===== config.mk =====
export PLATFORM = sky130hd
export DESIGN_NAME = bist_controller
export DESIGN_NICKNAME = d
export VERILOG_FILES = /design/src/rtl/bist_controller.sv
export SDC_FILE = /design/constraint.sdc
export NUM_CORES = 1
export LEC_CHECK = 0
export BUFFER_PORTS_ARGS = -buffer_cell sky130_fd_sc_hd__buf_2
export CAP_MARGIN = 20
export CORE_MARGIN = 3
export CORE_UTILIZATION = 26
export CTS_CLUSTER_SIZE = 24
export DETAILED_ROUTE_END_ITERATION = 12
export GPL_TIMING_DRIVEN = 1
export HOLD_SLACK_MARGIN = 0.02
export PLACE_DENSITY_LB_ADDON = 0.12
export REMOVE_ABC_BUFFERS = 1
export SYNTH_ARGS = -nofsm -noshare
export SYNTH_HDL_FRONTEND = slang
export SYNTH_SLANG_ARGS = --single-unit

===== constraint.sdc =====
create_clock -name clk -period 2.3 [get_ports clk]
set_clock_uncertainty 0.05 [all_clocks]
set_input_delay 0.345 -clock clk [delete_from_list [all_inputs] [get_ports clk]]
set_output_delay 0.345 -clock clk [all_outputs]
set_load 0.005 [all_outputs]

===== src/rtl/bist_controller.sv =====
//------------------------------------------------------------------------------
// bist_controller
//
// Sequences one complete logic-BIST session around a TPG / CUT-mux / SISR
// datapath:
//   IDLE -> INIT (seed LFSR, clear SISR) -> RUN (NUM_PATTERNS patterns)
//        -> FLUSH (FLUSH_CYCLES SISR-only cycles) -> COMPARE -> DONE
//
// The CUT input mux select (bist_mode) is low whenever no session is in
// flight, so the CUT sees its functional inputs in IDLE and DONE.
//
// Parameters
//   NUM_PATTERNS : patterns applied per session, 1 .. 2^CNT_W-1
//   CNT_W        : width of the pattern counter
//   FLUSH_CYCLES : SISR-only cycles after the last pattern, >= 1
//   GOLDEN_SIG   : expected fault-free 4-bit signature
//
// Ports
//   clk           in   single clock, rising-edge active
//   reset_n       in   asynchronous active-low reset
//   start         in   level-sampled session request (ignored while busy)
//   abort         in   synchronous abandon; wins over start
//   signature     in   current SISR contents
//   bist_mode     out  CUT mux select (1 = TPG patterns, 0 = functional)
//   lfsr_load     out  one-cycle TPG seed load (INIT only)
//   lfsr_en       out  TPG advance enable (RUN only)
//   sisr_clr      out  one-cycle SISR clear (INIT only)
//   sisr_en       out  SISR shift enable (RUN and FLUSH)
//   busy          out  session in flight (INIT, RUN, FLUSH, COMPARE)
//   done          out  session finished, result valid (DONE)
//   pass          out  registered result: signature == GOLDEN_SIG
//   fail          out  registered result: signature != GOLDEN_SIG
//   pattern_count out  patterns applied so far in this session
//------------------------------------------------------------------------------
module bist_controller #(
    parameter int unsigned NUM_PATTERNS = 15,
    parameter int unsigned CNT_W        = 8,
    parameter int unsigned FLUSH_CYCLES = 1,
    parameter logic [3:0]  GOLDEN_SIG   = 4'h0
) (
    input  logic             clk,
    input  logic             reset_n,
    input  logic             start,
    input  logic             abort,
    input  logic [3:0]       signature,
    output logic             bist_mode,
    output logic             lfsr_load,
    output logic             lfsr_en,
    output logic             sisr_clr,
    output logic             sisr_en,
    output logic             busy,
    output logic             done,
    output logic             pass,
    output logic             fail,
    output logic [CNT_W-1:0] pattern_count
);

    //--------------------------------------------------------------------------
    // State encoding
    //--------------------------------------------------------------------------
    localparam logic [2:0] ST_IDLE    = 3'd0;
    localparam logic [2:0] ST_INIT    = 3'd1;
    localparam logic [2:0] ST_RUN     = 3'd2;
    localparam logic [2:0] ST_FLUSH   = 3'd3;
    localparam logic [2:0] ST_COMPARE = 3'd4;
    localparam logic [2:0] ST_DONE    = 3'd5;

    // The flush counter only has to reach FLUSH_CYCLES-1.
    localparam int unsigned FC_W = (FLUSH_CYCLES > 1) ? $clog2(FLUSH_CYCLES) : 1;

    localparam longint unsigned LP_CNT_MAX = (longint'(1) << CNT_W) - 1;

    localparam logic [CNT_W-1:0] LP_LAST_PAT   = CNT_W'(NUM_PATTERNS - 1);
    localparam logic [FC_W-1:0]  LP_LAST_FLUSH = FC_W'(FLUSH_CYCLES - 1);

    //--------------------------------------------------------------------------
    // Elaboration-time parameter checks. RUN leaves on the count that equals
    // NUM_PATTERNS-1, so the counter tops out at NUM_PATTERNS and can never
    // wrap as long as NUM_PATTERNS fits in CNT_W bits.
    //--------------------------------------------------------------------------
    if (NUM_PATTERNS < 1 || longint'(NUM_PATTERNS) > LP_CNT_MAX) begin : g_bad_num_patterns
        $error("bist_controller: NUM_PATTERNS must be in 1 .. 2^CNT_W-1");
    end

    if (FLUSH_CYCLES < 1) begin : g_bad_flush_cycles
        $error("bist_controller: FLUSH_CYCLES must be >= 1");
    end

    //--------------------------------------------------------------------------
    // Registers and wires
    //--------------------------------------------------------------------------
    logic [2:0]       r_state;
    logic [CNT_W-1:0] r_pattern_count;
    logic [FC_W-1:0]  r_flush_cnt;
    logic             r_pass;
    logic             r_fail;
    logic             r_bist_mode;
    logic             r_lfsr_load;
    logic             r_lfsr_en;
    logic             r_sisr_clr;
    logic             r_sisr_en;
    logic             r_busy;
    logic             r_done;

    logic [2:0]       w_state_nxt;
    logic             w_last_pat;
    logic             w_last_flush;
    logic             w_sig_match;
    logic             w_enter_init;

    assign w_last_pat   = (r_pattern_count == LP_LAST_PAT);
    assign w_last_flush = (r_flush_cnt == LP_LAST_FLUSH);
    assign w_sig_match  = (signature == GOLDEN_SIG);
    // abort forces IDLE in the next-state logic, so this is never set together
    // with abort.
    assign w_enter_init = (w_state_nxt == ST_INIT);

    //--------------------------------------------------------------------------
    // Next-state logic. abort overrides everything, including a simultaneous
    // start. start is only looked at in IDLE and DONE, so holding it high
    // during a session has no effect.
    //--------------------------------------------------------------------------
    always_comb begin
        w_state_nxt = r_state;
        if (abort) begin
            w_state_nxt = ST_IDLE;
        end else begin
            case (r_state)
                ST_IDLE: begin
                    if (start) begin
                        w_state_nxt = ST_INIT;
                    end
                end
                ST_INIT: begin
                    w_state_nxt = ST_RUN;
                end
                ST_RUN: begin
                    if (w_last_pat) begin
                        w_state_nxt = ST_FLUSH;
                    end
                end
                ST_FLUSH: begin
                    if (w_last_flush) begin
                        w_state_nxt = ST_COMPARE;
                    end
                end
                ST_COMPARE: begin
                    w_state_nxt = ST_DONE;
                end
                ST_DONE: begin
                    if (start) begin
                        w_state_nxt = ST_INIT;
                    end
                end
                default: begin
                    w_state_nxt = ST_IDLE;
                end
            endcase
        end
    end

    //--------------------------------------------------------------------------
    // State, counters and result flags
    //--------------------------------------------------------------------------
    always_ff @(posedge clk or negedge reset_n) begin
        if (!reset_n) begin
            r_state         <= ST_IDLE;
            r_pattern_count <= '0;
            r_flush_cnt     <= '0;
            r_pass          <= 1'b0;
            r_fail          <= 1'b0;
        end else begin
            r_state <= w_state_nxt;

            // Cleared on the edge into INIT so the INIT cycle already shows 0;
            // afterwards one increment per RUN cycle.
            if (abort || w_enter_init) begin
                r_pattern_count <= '0;
            end else if (r_state == ST_RUN) begin
                r_pattern_count <= r_pattern_count + CNT_W'(1);
            end

            // Counts FLUSH cycles; sits at 0 outside FLUSH so every session
            // starts its flush from a clean value.
            if (r_state == ST_FLUSH && !abort && !w_last_flush) begin
                r_flush_cnt <= r_flush_cnt + FC_W'(1);
            end else begin
                r_flush_cnt <= '0;
            end

            // Signature is sampled at the end of the COMPARE cycle, after the
            // flush has pushed the last response into the SISR.
            if (abort || w_enter_init) begin
                r_pass <= 1'b0;
                r_fail <= 1'b0;
            end else if (r_state == ST_COMPARE) begin
                r_pass <= w_sig_match;
                r_fail <= !w_sig_match;
            end
        end
    end

    //--------------------------------------------------------------------------
    // Datapath strobes, registered from the next state so they line up with
    // the state register and reach the TPG/SISR glitch-free.
    //--------------------------------------------------------------------------
    always_ff @(posedge clk or negedge reset_n) begin
        if (!reset_n) begin
            r_bist_mode <= 1'b0;
            r_lfsr_load <= 1'b0;
            r_lfsr_en   <= 1'b0;
            r_sisr_clr  <= 1'b0;
            r_sisr_en   <= 1'b0;
            r_busy      <= 1'b0;
            r_done      <= 1'b0;
        end else begin
            r_bist_mode <= 1'b0;
            r_lfsr_load <= 1'b0;
            r_lfsr_en   <= 1'b0;
            r_sisr_clr  <= 1'b0;
            r_sisr_en   <= 1'b0;
            r_busy      <= 1'b0;
            r_done      <= 1'b0;
            case (w_state_nxt)
                ST_INIT: begin
                    r_bist_mode <= 1'b1;
                    r_lfsr_load <= 1'b1;
                    r_sisr_clr  <= 1'b1;
                    r_busy      <= 1'b1;
                end
                ST_RUN: begin
                    r_bist_mode <= 1'b1;
                    r_lfsr_en   <= 1'b1;
                    r_sisr_en   <= 1'b1;
                    r_busy      <= 1'b1;
                end
                ST_FLUSH: begin
                    r_bist_mode <= 1'b1;
                    r_sisr_en   <= 1'b1;
                    r_busy      <= 1'b1;
                end
                ST_COMPARE: begin
                    r_bist_mode <= 1'b1;
                    r_busy      <= 1'b1;
                end
                ST_DONE: begin
                    r_done <= 1'b1;
                end
                default: begin
                    r_bist_mode <= 1'b0;
                end
            endcase
        end
    end

    //--------------------------------------------------------------------------
    // Outputs
    //--------------------------------------------------------------------------
    assign bist_mode     = r_bist_mode;
    assign lfsr_load     = r_lfsr_load;
    assign lfsr_en       = r_lfsr_en;
    assign sisr_clr      = r_sisr_clr;
    assign sisr_en       = r_sisr_en;
    assign busy          = r_busy;
    assign done          = r_done;
    assign pass          = r_pass;
    assign fail          = r_fail;
    assign pattern_count = r_pattern_count;

endmodule


# Word level (Yosys, flattened, before mapping)
# Index checks and enable logic that the tools add are counted.
# classes
n_addsub,2
n_eq_ne,11
mux,17
n_reduce_logical,12
# op_table
operator,n
two-way mux 8 bit,2
one-hot mux 3 bit (5 select lines),1
"equality test 3 x 2 -> 1 bit, second input constant",4
"equality test 3 bit, second input constant",4
two-way mux 3 bit,4
two-way mux 1 bit,10
"adder 8 x 1 -> 8 bit, second input constant",1
"equality test 8 x 4 -> 1 bit, second input constant",1
"equality test 3 x 1 -> 1 bit, second input constant",2
zero test 4 bit,1
nonzero test 2 bit,2
OR reduction 2 bit,2
OR reduction 4 bit,1
zero test 3 bit,1
logical AND 1 bit,2
zero test 1 bit,2
"adder 1 bit, second input constant",1
logical OR 1 bit,1
# word_totals
register_bits,19
input_bits,8
output_inout_bits,17
elab_cells,52

# Depth between registers and ports, before layout
# logic_depth
ltp_word,7
ltp_mapped,5
depth_no_buf,5

# Worst setup path before layout
# OpenSTA, ideal clock, no wires.
# synth_timing
kind,flip-flop to flip-flop
startpoint,reg r_state[2]
endpoint,"reg r_pattern_count[5], in the netlist pattern_count[5]"
setup_time_ns,0.078
t_arrival_ns,1.600
required_time_ns,2.172
path_slack_ns,0.572
stages_incl_launch_ff,6
n_path_buf,2
synth_period_minus_slack_ns,1.728
path_cell_list,dfrtp_1 -> buf_2 -> or3b_1 -> buf_2 -> or4_1 -> a21oi_1
# synth_via
elab_chain_cells,7
elab_cells_between_ends,16
cone_classes,6 x eq/ne; 6 x mux; 4 x reduce/logical
# synth_lines
element,line,source
start: declaration,92,logic [2:0] r_state;
start signal: assignment,173,r_state <= w_state_nxt;
equality test 3 bit / zero test 3 bit (equally long branches),128,case (r_state)
OR reduction 2 bit (no line),--,
one-hot mux 3 bit (5 select lines),128,
two-way mux 3 bit,125,if (abort) begin
equality test 3 x 1 -> 1 bit,116,assign w_enter_init = (w_state_nxt == ST_INIT);
logical OR 1 bit,177,if (abort || w_enter_init) begin
two-way mux 8 bit / nonzero test 2 bit (equally long branches),--,
end signal: assignment,180,r_pattern_count <= r_pattern_count + CNT_W'(1);
end: declaration,93,logic [CNT_W-1:0] r_pattern_count;
# Several ways; a longest one is shown, not always the timed one.
# A chain may end at the register's enable or synchronous reset.

# Worst setup path after layout
# layout_timing
startpoint,reg r_state[0]
endpoint,"reg r_pattern_count[7], in the netlist pattern_count[7]"
# Same word-level chain as after synthesis.

==> impl_metrics.py <==
metrics = {
    "die": {
        "start_util_pct": 28.7,
        "fp.dieW_um": 65.4,
        "die_area_mm2": 0.00428,
        "rows": 20,
        "core-area_mm2": 0.00320,
        "num_io_pins": 25,
        "die_h_um": 65.4,
    },
    "sta": {
        "tightest_slew_ns": 0.540,
        "hold_viol_final": 0,
        "setup_viol": 0,
        "rsz0062_at_grt": "false",
        "slew_headroom_pct": 64.0,
        "period_needed_ns": 1.88,
        "min_period_over_period_pct": 81.6,
        "fin_tns_setup_ns": 0,
        "max_freq_mhz": 533,
        "slew_viol_final": 0,
    },
    "synthesis": {
        "ys_ff_latch": 19,
        "synthDistinctLibCells": 35,
        "synth_mux_area_share_pct": 0,
        "synthSimpleGateAreaFrac_pct": 24.1,
        "synth_compound_area_share_pct": 13.8,
        "avgSynthCellArea_um2": 10.2,
        "syn_inst": 90,
        "synth_top_family_by_area": "simple AND/OR/NAND/NOR gates",
        "synth-seq-area-share_pct": 51.8,
        "synth-xor-area-share_pct": 2.86,
        "yosys_warnings": 0,
        "netlist_area_um2": 918,
        "synthAdderAreaFrac_pct": 2.72,
    },
    "final_layout": {
        "insertedDiodeCount": 0,
        "drive_gt1_share_pct": 27.4,
        "finalNetCount": 124,
        "area_delta_synth_final_pct": 19.6,
        "layout_common_cells": "buf_2, dfrtp_1, a21oi_1, nor2_1, o21ai_0",
        "final_common_cell": "buf_2",
    },
    "worst_setup_path": {
        "cp-start-kind": "flop",
        "regToRegStartpoint": "r_state[0]",
        "end_kind": "flop",
        "ff2ff_path_depth": 3,
        "endpoint": "pattern_count[7]",
        "reg2reg_to": "pattern_count[7]",
        "rrSetupSlack_ns": 0.42,
        "critPathMaxFanout": 11,
        "crit_type": "reg -> reg",
        "critPathArrivalTime_ns": 2.06,
        "critPathLaunch": "r_state[0]",
        "crit_required_ns": 2.48,
    },
    "clocking": {
        "cts_sinks": 19,
        "clock_latency_ns": 0.31,
        "clkTransAtPathRegs_ns": 0.12,
        "htreeDepth": 1,
        "numCtsBuffers": 3,
        "cts_resized": 0,
        "clk_path_buf_depth": 2,
        "root_buffer": "clkbuf_4",
        "cts_tree": "yes",
    },
    "pwr": {
        "p_sw_mw": 0.178,
        "p_leak_nw": 0.499,
        "p_sw_share_pct": 28.1,
        "cellPowerDensity_mw_per_mm2": 576,
        "pwr-share-clk_pct": 27.6,
        "ir_drop_mv": 0.151,
        "seqPwrFrac_pct": 58.0,
        "p_int_mw": 0.455,
        "power.total_mw": 0.633,
        "power.share.combinational_pct": 14.4,
    },
    "flow_run": {
        "maxCapViolCount": 0,
    },
    "drt": {
        "routed_via_density": 4.77,
        "antenna_left": 0,
        "totalWireLength_um": 2040,
        "wire_per_inst_um": 13.0,
        "dr_total_vias": 749,
        "firstDrtPassIters": 2,
        "drc_errors": 0,
        "drtIter0Drc": 24,
    },
    "global_route": {
        "grt_max_degree": 20,
        "antenna_found_initial": 0,
        "grt_pass1_wl_um": 3440,
        "gr-total-overflow": 0,
        "grt_pass1_vias": 768,
        "grtUsageTotal_pct": 10.6,
    },
    "placed_design": {
        "place_congestion": 0.769,
        "port_buffers": 24,
        "post-dp-hpwl_um": 1490,
    },
    "run_status": {
        "outcome": "finished, final reports clean",
    },
    "min_path": {
        "hold_depth": 2,
        "min_path_type": "in -> reg",
        "min-delay-start": "abort",
    },
}
## final cells by class
class / instances / area (um2)
clock buffers: 3 / 22.5
multi-input cells: 63 / 403
clock inverters: 1 / 5.00
flip-flops and latches: 19 / 475
inverters: 2 / 7.51
fillers: 359 / 2100
repair buffers: 25 / 130
well taps: 44 / 55.1
## worst min path at each step
stage,end,slack [ns]
global route,done,0.19
detailed placement,sisr_en,0.27
floorplan,busy,-0.0006
finish,r_state[2],0.18
CTS,r_state[2],0.17
global placement,done,0.27
## metrics by stage
step	utilization [%]	instance area (um2)	instances	setup slack (ns)	hold slack [ns]
after global placement	33.1	1060	152	0.512	0.272
after detailed placement	33.1	1060	152	0.470	0.266
after global routing	34.3	1100	157	0.332	0.189
after floorplan	-	886	84	0.598	-0.000591
after CTS	34.3	1100	157	0.426	0.169
final	34.3	1100	157	0.424	0.176
## timing repair
action	4_1_cts	5_1_grt
hold buffers	1	0
hold endpoints to repair	19	0
buffers inserted	0	0
## state kept, by name, indices dropped and copies added, names as in the netlist
signal         cells
pattern_count      8
sisr_en            1
done               1
sisr_clr           1
busy               1
r_state            3
lfsr_en            1
pass               1
fail               1
r_flush_cnt        1
## power groups by stage
stage	sequential, mW	combinational [mW]	clock, mW
6_report	0.367	0.0911	0.175
5_1_grt	0.370	0.102	0.196
4_1_cts	0.367	0.0932	0.185
3_5_place_dp	0.374	0.0911	0
3_3_place_gp	0.373	0.0911	0
2_1_floorplan	0.374	0.0460	0
## critical path: stages, from the launching register on
cell and delay (ns):
dfrtp_1 0.50, or3b_1 0.56, or4_1 0.54, a21oi_1 0.15
## logic make-up (layout without fill, tap and decap cells)
| group | after synthesis | in the layout |
|---|---|---|
| other | 1 | 1 |
| XOR/XNOR | 3 | 3 |
| buffers and inverters | 8 | 31 |
| flip-flops | 19 | 19 |
| AO/OA/AOI/OAI | 21 | 21 |
| adder cells (fa/ha/maj) | 2 | 2 |
| AND/OR/NAND/NOR | 36 | 36 |
## per-layer routing
metal / GRT usage (%) / routed length [um] / part of all wire (%)
met1: 12.4 / 969 / 47
met2: 17.8 / 946 / 46
met3: 2.22 / 89 / 4.4
met4: 6.48 / 35 / 1.7
met5: 0 / 0 / 0
## cells in the mapped netlist
| cell | number | area share, % |
|---|---|---|
| nor4b_1 | 1 | 0.95 |
| or4_1 | 2 | 1.6 |
| nand4bb_1 | 1 | 1.2 |
| nand2_1 | 3 | 1.2 |
| and3b_1 | 1 | 0.95 |
| clkbuf_1 | 2 | 0.82 |
| nand2b_1 | 1 | 0.68 |
| nor4_1 | 2 | 1.4 |
| o21ai_0 | 5 | 2.7 |
| dfrtp_1 | 19 | 52 |
| nor3b_1 | 1 | 0.82 |
| inv_1 | 2 | 0.82 |
| nand4_1 | 1 | 0.68 |
| and2_1 | 1 | 0.68 |
| a21oi_1 | 9 | 4.9 |
| or3b_1 | 1 | 0.95 |
| or4bb_1 | 1 | 1.2 |
| a221oi_1 | 1 | 0.95 |
| o21a_1 | 1 | 0.82 |
| ha_1 | 2 | 2.7 |
| or3_1 | 3 | 2.0 |
| nor2b_1 | 2 | 1.4 |
| conb_1 | 1 | 0.41 |
| a31o_2 | 1 | 0.95 |
| xnor2_1 | 2 | 1.9 |
| o31ai_1 | 3 | 2.5 |
| buf_4 | 2 | 1.6 |
| nor2_1 | 5 | 2.0 |
| nor3_1 | 3 | 1.6 |
| buf_2 | 2 | 1.1 |
| o32ai_1 | 1 | 0.95 |
| xor2_1 | 1 | 0.95 |
| or2_2 | 2 | 1.4 |
| nor4bb_1 | 1 | 1.1 |
| nand3_1 | 4 | 2.2 |
No activity file was read; power rests on OpenSTA's default activity.
